File: src/rtl/mips_mem_pkg.sv
// Shared encodings for the MEM stage: access sizes, FSM states and
// writeback-control bit positions.
package mips_mem_pkg;

  localparam logic [1:0] SZ_BYTE = 2'b00;
  localparam logic [1:0] SZ_HALF = 2'b01;
  localparam logic [1:0] SZ_WORD = 2'b10;

  // Bit positions inside the 2-bit {RegWrite, MemToReg} writeback control.
  localparam int WB_REGWRITE = 1;
  localparam int WB_MEMTOREG = 0;

  typedef enum logic {
    IDLE   = 1'b0,
    ACCESS = 1'b1
  } state_t;

endpackage

File: src/rtl/mem_lane_align.sv
// Byte-lane steering for a 32-bit little-endian data port: store-side byte
// enables and lane-replicated write data, load-side extract and extend, and
// alignment checking. Purely combinational so a cache can reuse it.
module mem_lane_align
  import mips_mem_pkg::*;
(
  input  logic [1:0]  size,
  input  logic [1:0]  addr_lo,
  input  logic        is_unsigned,
  input  logic [31:0] store_data,
  input  logic [31:0] rdata,
  output logic [3:0]  be,
  output logic [31:0] wdata,
  output logic [31:0] load_data,
  output logic        misaligned
);

  logic [31:0] shifted;

  // One enable per byte lane: a byte hits its own lane, a half hits the lane
  // pair selected by addr_lo[1], a word hits all four. Illegal size hits none.
  generate
    for (genvar gi = 0; gi < 4; gi++) begin : g_lane
      localparam logic [1:0] LANE = 2'(gi);
      assign be[gi] = (size == SZ_WORD) ||
                      ((size == SZ_HALF) && (addr_lo[1] == LANE[1])) ||
                      ((size == SZ_BYTE) && (addr_lo == LANE));
    end
  endgenerate

  // Replicate store data across lanes so the enables alone pick the target.
  always_comb begin
    wdata = store_data;
    case (size)
      SZ_BYTE: wdata = {4{store_data[7:0]}};
      SZ_HALF: wdata = {2{store_data[15:0]}};
      default: wdata = store_data;
    endcase
  end

  // Bring the addressed lane down to bit 0, then sign- or zero-extend.
  always_comb begin
    shifted   = rdata >> {addr_lo, 3'b000};
    load_data = shifted;
    case (size)
      SZ_BYTE: load_data = is_unsigned ? {24'd0, shifted[7:0]}
                                       : {{24{shifted[7]}}, shifted[7:0]};
      SZ_HALF: load_data = is_unsigned ? {16'd0, shifted[15:0]}
                                       : {{16{shifted[15]}}, shifted[15:0]};
      default: load_data = shifted;
    endcase
  end

  // Halves need even addresses, words need 4-byte alignment, size 11 never valid.
  always_comb begin
    misaligned = 1'b1;
    case (size)
      SZ_BYTE: misaligned = 1'b0;
      SZ_HALF: misaligned = addr_lo[0];
      SZ_WORD: misaligned = |addr_lo;
      default: misaligned = 1'b1;
    endcase
  end

endmodule

File: src/rtl/mem_access_stage.sv
// MEM pipeline stage: issues loads/stores over a req/ack port, stalls the
// front of the pipe while an access is outstanding and feeds an
// enable-less MEM/WB register, so it emits bubbles while stalled.
module mem_access_stage
  import mips_mem_pkg::*;
#(
  parameter int TIMEOUT = 16
) (
  input  logic        clk,
  input  logic        rst,
  input  logic        ex_valid,
  input  logic [31:0] ex_alu_result,
  input  logic [31:0] ex_store_data,
  input  logic [4:0]  ex_rd,
  input  logic        ex_mem_read,
  input  logic        ex_mem_write,
  input  logic [1:0]  ex_size,
  input  logic        ex_unsigned,
  input  logic [1:0]  ex_wb_ctrl,
  output logic        dmem_req,
  output logic        dmem_we,
  output logic [31:0] dmem_addr,
  output logic [3:0]  dmem_be,
  output logic [31:0] dmem_wdata,
  input  logic        dmem_ack,
  input  logic [31:0] dmem_rdata,
  output logic        mem_stall,
  output logic [31:0] wb_mem_data,
  output logic [31:0] wb_alu_result,
  output logic [4:0]  wb_rd,
  output logic [1:0]  wb_ctrl,
  output logic        wb_valid,
  output logic        misalign_exc,
  output logic        bus_err
);

  localparam int TO_W  = $clog2(TIMEOUT + 1);
  // With the timeout disabled TO_W is 0; keep a 1-bit counter that is never used.
  localparam int CNT_W = (TO_W < 1) ? 1 : TO_W;

  state_t            state_reg, state_next;
  logic [4:0]        rd_reg;
  logic [31:0]       alu_reg;
  logic [1:0]        ctrl_reg;
  logic [1:0]        size_reg;
  logic              uns_reg;
  logic [1:0]        addr_lo_reg;
  logic [CNT_W-1:0]  to_cnt_reg;

  logic              mem_op;
  logic              accept;
  logic              misalign_hit;
  logic              timeout_hit;
  logic              timeout_fire;

  logic [1:0]        align_size;
  logic [1:0]        align_addr_lo;
  logic              align_uns;
  logic [3:0]        align_be;
  logic [31:0]       align_wdata;
  logic [31:0]       align_load;
  logic              align_misaligned;

  // Read+write together is treated as a load, so either flag makes it a memory op.
  assign mem_op = ex_mem_read | ex_mem_write;

  assign timeout_hit = (TIMEOUT != 0) && (to_cnt_reg == CNT_W'(TIMEOUT - 1));

  // While waiting, the lane logic must format against the captured access,
  // not whatever sits in EX/MEM.
  assign align_size    = (state_reg == ACCESS) ? size_reg    : ex_size;
  assign align_addr_lo = (state_reg == ACCESS) ? addr_lo_reg : ex_alu_result[1:0];
  assign align_uns     = (state_reg == ACCESS) ? uns_reg     : ex_unsigned;

  mem_lane_align u_lane (
    .size        (align_size),
    .addr_lo     (align_addr_lo),
    .is_unsigned (align_uns),
    .store_data  (ex_store_data),
    .rdata       (dmem_rdata),
    .be          (align_be),
    .wdata       (align_wdata),
    .load_data   (align_load),
    .misaligned  (align_misaligned)
  );

  // Next state, stall and MEM/WB outputs; bubble whenever in reset.
  always_comb begin
    state_next    = state_reg;
    mem_stall     = 1'b0;
    wb_valid      = 1'b0;
    wb_ctrl       = 2'b00;
    wb_rd         = 5'd0;
    wb_alu_result = 32'd0;
    wb_mem_data   = 32'd0;
    accept        = 1'b0;
    misalign_hit  = 1'b0;
    timeout_fire  = 1'b0;
    if (!rst) begin
      case (state_reg)
        IDLE: begin
          if (ex_valid && !mem_op) begin
            wb_valid      = 1'b1;
            wb_ctrl       = ex_wb_ctrl;
            wb_rd         = ex_rd;
            wb_alu_result = ex_alu_result;
          end else if (ex_valid && align_misaligned) begin
            misalign_hit = 1'b1;
          end else if (ex_valid) begin
            accept     = 1'b1;
            mem_stall  = 1'b1;
            state_next = ACCESS;
          end
        end
        ACCESS: begin
          if (dmem_ack) begin
            wb_valid      = 1'b1;
            wb_ctrl       = ctrl_reg;
            wb_rd         = rd_reg;
            wb_alu_result = alu_reg;
            wb_mem_data   = dmem_we ? 32'd0 : align_load;
            state_next    = IDLE;
          end else if (timeout_hit) begin
            // Abandon the access; releasing the stall lets the pipe move on.
            timeout_fire = 1'b1;
            state_next   = IDLE;
          end else begin
            mem_stall = 1'b1;
          end
        end
        default: state_next = IDLE;
      endcase
    end
  end

  // State register, request/capture registers, timeout counter and exception pulses.
  always_ff @(posedge clk or posedge rst) begin
    if (rst) begin
      state_reg    <= IDLE;
      rd_reg       <= 5'd0;
      alu_reg      <= 32'd0;
      ctrl_reg     <= 2'b00;
      size_reg     <= 2'b00;
      uns_reg      <= 1'b0;
      addr_lo_reg  <= 2'b00;
      to_cnt_reg   <= '0;
      dmem_req     <= 1'b0;
      dmem_we      <= 1'b0;
      dmem_addr    <= 32'd0;
      dmem_be      <= 4'd0;
      dmem_wdata   <= 32'd0;
      misalign_exc <= 1'b0;
      bus_err      <= 1'b0;
    end else begin
      state_reg    <= state_next;
      misalign_exc <= misalign_hit;
      bus_err      <= timeout_fire;
      if (accept) begin
        rd_reg      <= ex_rd;
        alu_reg     <= ex_alu_result;
        ctrl_reg    <= ex_wb_ctrl;
        size_reg    <= ex_size;
        uns_reg     <= ex_unsigned;
        addr_lo_reg <= ex_alu_result[1:0];
        to_cnt_reg  <= '0;
        dmem_req    <= 1'b1;
        dmem_we     <= ex_mem_write & ~ex_mem_read;
        dmem_addr   <= {ex_alu_result[31:2], 2'b00};
        dmem_be     <= align_be;
        dmem_wdata  <= align_wdata;
      end else if (state_reg == ACCESS) begin
        if (dmem_ack || timeout_fire) begin
          dmem_req <= 1'b0;
          dmem_we  <= 1'b0;
        end else if (TIMEOUT != 0) begin
          to_cnt_reg <= to_cnt_reg + CNT_W'(1);
        end
      end
    end
  end

endmodule

File: config.mk
export PLATFORM = sky130hd
export DESIGN_NAME = mem_access_stage
export DESIGN_NICKNAME = d
export VERILOG_FILES = /design/src/rtl/mips_mem_pkg.sv /design/src/rtl/mem_lane_align.sv /design/src/rtl/mem_access_stage.sv
export SDC_FILE = /design/constraint.sdc
export NUM_CORES = 1
export LEC_CHECK = 0
export CAP_MARGIN = 5
export CORE_UTILIZATION = 25
export CTS_CLUSTER_SIZE = 20
export DETAILED_ROUTE_END_ITERATION = 12
export PLACE_DENSITY = 0.63
export SLEW_MARGIN = 40
export SYNTH_ARGS = -nofsm -noshare
export SYNTH_HDL_FRONTEND = slang
export SYNTH_SLANG_ARGS = --single-unit
File: constraint.sdc
create_clock -name clk -period 17.1 [get_ports clk]
set_input_delay 5.13 -clock clk [delete_from_list [all_inputs] [get_ports clk]]
set_output_delay 5.13 -clock clk [all_outputs]
set_load 0.005 [all_outputs]
======== Yosys cells after proc, flatten, opt, wreduce, memory -nomap -nowiden ========
Index checks and enable logic that the tools add are counted.
storage, ports and cells
  logic and storage cells ................. 104
  input port bits ......................... 112
  output and inout bits ................... 145
  register bits ........................... 120
cells by class
  muxes and demuxes ....................... 52
  bitwise gates (word level) .............. 5
  eq/ne operators ......................... 7
  add/sub/neg operators ................... 1
  reductions and logical operators ........ 23
  shift operators ......................... 1
operator list
  kind                                                  count
  two-way mux 32 bit                                    9
  one-hot mux 32 bit (2 select lines)                   3
  right shift 32 x 5 -> 32 bit                          1
  two-way mux 5 bit                                     6
  two-way mux 1 bit                                     24
  two-way mux 2 bit                                     5
  one-hot mux 5 bit (2 select lines)                    1
  logical AND 1 bit                                     8
  logical OR 1 bit                                      7
  equality test 2 bit (second input constant)           3
  adder 5 x 1 -> 5 bit (second input constant)          1
  equality test 5 x 4 -> 1 bit (second input constant)  1
  equality test 2 x 1 -> 1 bit (second input constant)  2
  logical NOT 2 bit                                     2
  one-hot mux 1 bit (2 select lines)                    2
  one-hot mux 2 bit (2 select lines)                    1
  AND reduction 2 bit                                   2
  nonzero test 2 bit                                    2
  NOT 1 bit                                             3
  one-hot mux 1 bit (3 select lines)                    1
  != test 2 bit (second input constant)                 1
  OR reduction 2 bit                                    1
  bitwise AND 1 bit                                     1
  logical NOT 1 bit                                     1
  bitwise OR 1 bit                                      1

======== Depth between registers and ports, before layout ========
  word-level depth ........................ 10
  gate-level depth with buffers ........... 10
  depth with buffers taken out ............ 8

======== By module ========
From an unflattened synthesis, not the netlist that was laid out.
second synthesis, totals
  cells, all modules ...................... 541
  area, all modules ....................... 5576.6 um2
by module, submodules not included
  module            instances  seq. area each (um2)  cells an instance  area each (um2)
  mem_access_stage  1          2202.1                359                4252.8
  mem_lane_align    1          0.0                   182                1323.8

======== Worst setup path before layout ========
OpenSTA, ideal clock, no wires.
  path kind ............................... input to output
  start ................................... in rst
  end ..................................... out wb_mem_data[24]
  setup slack ............................. 3477 ps
  stages .................................. 5
  path buffers ............................ 0
  required time ........................... 11970 ps
  data arrival time ....................... 8493 ps
  cells stage by stage .................... inv_1 -> nand3_1 -> nor3b_1 -> nand2_1 -> nand2_1
between the ends
  cells in the longest elaborated chain, start to end .. 1
ends and longest elaborated chain
  what                RTL line                source
  from (decl)         mem_access_stage.sv:10  input logic rst,
  two-way mux 32 bit  mem_access_stage.sv:99  if (!rst) begin
  to (decl)           mem_access_stage.sv:28  output logic [31:0] wb_mem_data,
No other way between the ends.

======== Worst setup path after layout ========
  start ................................... in rst
  end ..................................... out wb_mem_data[7]
Same word-level chain as after synthesis.

==> results by stage <==
Clock tree:
- The tree is rooted in a sky130_fd_sc_hd__clkbuf_16.
- In this run, post-CTS hold repair placed 0 buffers.
- Once the clock tree was built, the setup fixing pass inserted 0 buffers.
- The post-cts resize count is 0.
- The longest clock path from root to sink contains 2 buffers.
- TritonCTS built the clock tree.
- The CTS H-tree depth is 3.
- Counting the buffers created by CTS gives 9.
- Clock-pin slew was measured on the worst setup and hold paths at 0.06 ns.
- The CTS sink count is 88.
- For the worst-skew pair, the clock arrives at the later sink with an insertion delay of 0.34 ns.

Timing:
- For the pin with the worst max-slew slack, the measured transition is 0.818 ns.
- The final worst slack is 3.65 ns.
- The final-report max-slew violation count is 0.
- Timing would allow up to 74.3 MHz.
- The final period demand of the worst path is 13.45 ns.
- The final total negative setup slack is 0 ns.
- The fraction of the cycle the final worst path needs is 78.7%.
- The final-report setup violation count is 0.
- The clock arrives with 0.00715 ns of skew.
- Setup repair after global routing left no endpoint under its margin.
- The final-report hold violation count is 0.
- The headroom to the max-slew limit is 44.0%.

Setup path:
- The endpoint class of the critical path is an output pin.
- For the worst setup path, the data required time is 11.97 ns.
- For the worst flop-to-flop path, the logic depth is 7.
- The beginning of the worst register-to-register path is state_reg$_DFFE_PP0N_.
- The most repeated library cell on the critical path is sky130_fd_sc_hd__clkdlybuf4s50_1.
- The largest stage delay on the critical path is 0.86 ns.
- The startpoint type of the worst setup path is an input port.
- The cell type group with the largest total delay on the critical path is buffers and inverters.
- Of all nets on the critical path, the largest fanout is 39.
- The worst setup path is of the input port to output pin kind.
- The register-to-register setup slack is 14.17 ns.
- The largest individual stage delay along the critical path comes from the cell sky130_fd_sc_hd__a2111oi_0.
- The endpoint of the lowest-slack register-to-register path is dmem_wdata[19]$_DFFE_PP0P_.
- Together, buffers and inverters on the worst path number 3.
- The arrival time at the worst endpoint is 8.32 ns.
- The critical path goes through clkdlybuf4s50_1 > inv_4 > nand3_1 > a2111oi_0 > clkdlybuf4s50_1.

Drt:
- For this run, design rule violations remaining after detail routing come to 0.
- The vias after detailed routing is 5,201.
- The residual antenna-violating net count after detailed routing is 0.
- Dividing the detail-routed wire length by the instance count gives 15.2 um.
- The final layout contains routed wiring with a total length of 17,400 um.
- The first detailed-routing pass ran for 6 iterations.
- The detailed router finished its first iteration with 218 violations.
- The detail-routed via count per cell is 4.55.

Logic synthesis:
- In the post-synthesis netlist, the cell with the most instances is sky130_fd_sc_hd__nand2_1.
- The share of synthesized area occupied by flip-flops and latches is 42.5%.
- In the post-synthesis netlist, the biggest area contributors are sky130_fd_sc_hd__dfrtp_1, sky130_fd_sc_hd__nand2_1, sky130_fd_sc_hd__mux2i_1.
- The number of instances in the synthesized netlist is 637.
- The synthesized design devotes to its leading area cell type 42.5% of total area.
- For this run, asynchronously set or reset flops after synthesis account for 100%.
- Dividing the synthesized area by the synthesized cell count gives 8.14 um2.
- The count of unique library cells instantiated by Yosys is 45.
- For this run, the leading register cell type out of synthesis is sky130_fd_sc_hd__dfrtp_1.
- The number of enable flip-flop cells after synthesis is 0.
- The most area-hungry cell type in the Yosys netlist is sky130_fd_sc_hd__dfrtp_1.
- Ranked by instance count, the synthesized netlist is headed by sky130_fd_sc_hd__nand2_1, sky130_fd_sc_hd__dfrtp_1, sky130_fd_sc_hd__mux2i_1.
- Synthesis inferred 88 register bits.
- The area of the mapped netlist is 5190 um2.
- The count of yosys warnings during synthesis is 0.

Floorplanning:
- The core box area is 20,300 um2.
- The starting density of the core is 25.6%.
- In this run the vertical extent of the chip is 146 um.
- In this run the horizontal extent of the chip is 146 um.
- The count of boundary I/O pins is 257.
- The number of core rows is 52.
- The die covers 21,300 um2.

Finish:
- The finished layout holds 1,144 standard cells, fillers aside.
- The layout cell share with drive strength beyond 1 is 4.92%.
- Counting the fill cells in the layout gives 2,090.
- The count of inserted antenna diode cells is 0.
- From synthesis to final layout, the design area changed by 60.8%.
- The final layout contains 983 nets.
- The finished cells cover 8340 um2.

Placement:
- The number of cells in the design after placement is 1,128.
- At the end of routability-driven placement, the weighted congestion stood at 0.809.
- The setup slack at placement is 3.66 ns.
- The number of buffers inserted by port buffering is 254.
- Once detailed placement completed, the half-perimeter wirelength came to 12,300 um.
- Once placement finished, the instance area stood at 7980 um2.

Global route:
- Global routing used 16.6% of the available tracks across all layers.
- The via count of the first global-routing pass came to 5,211.
- The sum of overflow across all layers after global routing is 0.
- The global-route wire length before repair is 28,200 um.
- The maximum number of pins on one net before global-route repair is 73.
- The initial antenna violation count was 0.

Min path:
- The hold path depth is 2.
- The path with the worst hold slack has its endpoint at rd_reg[4]$_DFFE_PP0P_.
- The path class of the tightest hold or removal check is flop to flop.
- The worst hold path startpoint is rd_reg[4]$_DFFE_PP0P_.

Job:
- The count of max-cap constraint violations is 0.

Pwr:
- The total power of the final layout is 1.15 mW.
- The peak supply drop is 0.0515 mV.
- The static leakage is 3.68 nW.
- The power density over cell area is 138 nW/um2.

Run status:
- The run finished with clean final reports.
## cells in the final DEF (no fill, tap or decap), drive strengths merged, types with 3 or more instances in the layout
cell type and count:
o2bb2ai 7, a31oi 10, inv 6, mux2 3, nor3 3, dfrtp 88, nor2 71, a211oi 9
clkdlybuf4s50 254, bufinv 3, nand3 8, clkbuf 10, buf 10, o21ai 32, and3 9, mux2i 74
nand2 222, nor2b 3, a21oi 20, nand4 3
## per-stage QoR
| step | utilization, % | hold WS (ns) |
|---|---|---|
| 2_1_floorplan | - | 0.445 |
| 3_3_place_gp | 39.1 | 0.457 |
| 3_5_place_dp | 39.3 | 0.467 |
| 4_1_cts | 41.0 | 0.484 |
| 5_1_grt | 41.1 | 0.509 |
| 6_report | 41.1 | 0.476 |
## metal layers
metal	track usage (%)	share of wire, %	up-vias
met4	4.38	1.3	0
met2	27.8	46	169
li1	-	-	2593
met3	4.03	6.5	14
met1	21.2	46	2425
met5	0	0	-
## how the worst max path moves through the flow
| stage | start | to | slack, ns | depth (start not counted) |
|---|---|---|---|---|
| CTS | rst | wb_mem_data[7] | 3.65 | 5 |
| floorplan | rst | wb_mem_data[24] | 3.48 | 5 |
| global route | rst | wb_mem_data[7] | 3.35 | 5 |
| finish | rst | wb_mem_data[7] | 3.65 | 5 |
| global placement | rst | wb_mem_data[24] | 3.53 | 7 |
| detailed placement | rst | wb_mem_data[7] | 3.66 | 5 |
## cells by family after synthesis
| family | count (synthesis) | synth area share [%] |
|---|---|---|
| simple gates | 327 | 25.4 |
| compound gates | 89 | 11.3 |
| flops | 88 | 42.5 |
| mux | 77 | 15.0 |
| buf+inv | 49 | 4.68 |
| xor+xnor | 4 | 0.675 |
| fa+ha+maj | 2 | 0.482 |
| other cells | 1 | 0.0723 |
## area by class of cell
class / count / area, um2 / area share [%]
clock buffer: 10 / 239 / 2.87
sequential: 88 / 2200 / 26.4
clock inverter: 6 / 115 / 1.38
tap: 270 / 338 / 4.05
inverter: 5 / 21.3 / 0.255
timing repair buffer: 264 / 2630 / 31.6
multi-input combinational: 501 / 2790 / 33.5
## worst reg2reg max path, stage by stage (launching register included)
cell,delay (ns)
sky130_fd_sc_hd__dfrtp_2,0.35
sky130_fd_sc_hd__buf_6,0.53
sky130_fd_sc_hd__mux2i_2,0.28
sky130_fd_sc_hd__buf_4,0.30
sky130_fd_sc_hd__nand3_1,0.25
sky130_fd_sc_hd__a21boi_4,0.19
sky130_fd_sc_hd__buf_4,0.58
sky130_fd_sc_hd__a31oi_1,0.29
## power breakdown
| part | internal [mW] | switching [mW] | leakage [nW] |
|---|---|---|---|
| registers | 0.302 | 0.0651 | 1.09 |
| logic | 0.298 | 0.252 | 2.41 |
| clock network | 0.148 | 0.0866 | 0.175 |
Note: power is estimated with default switching activity, not from simulation.
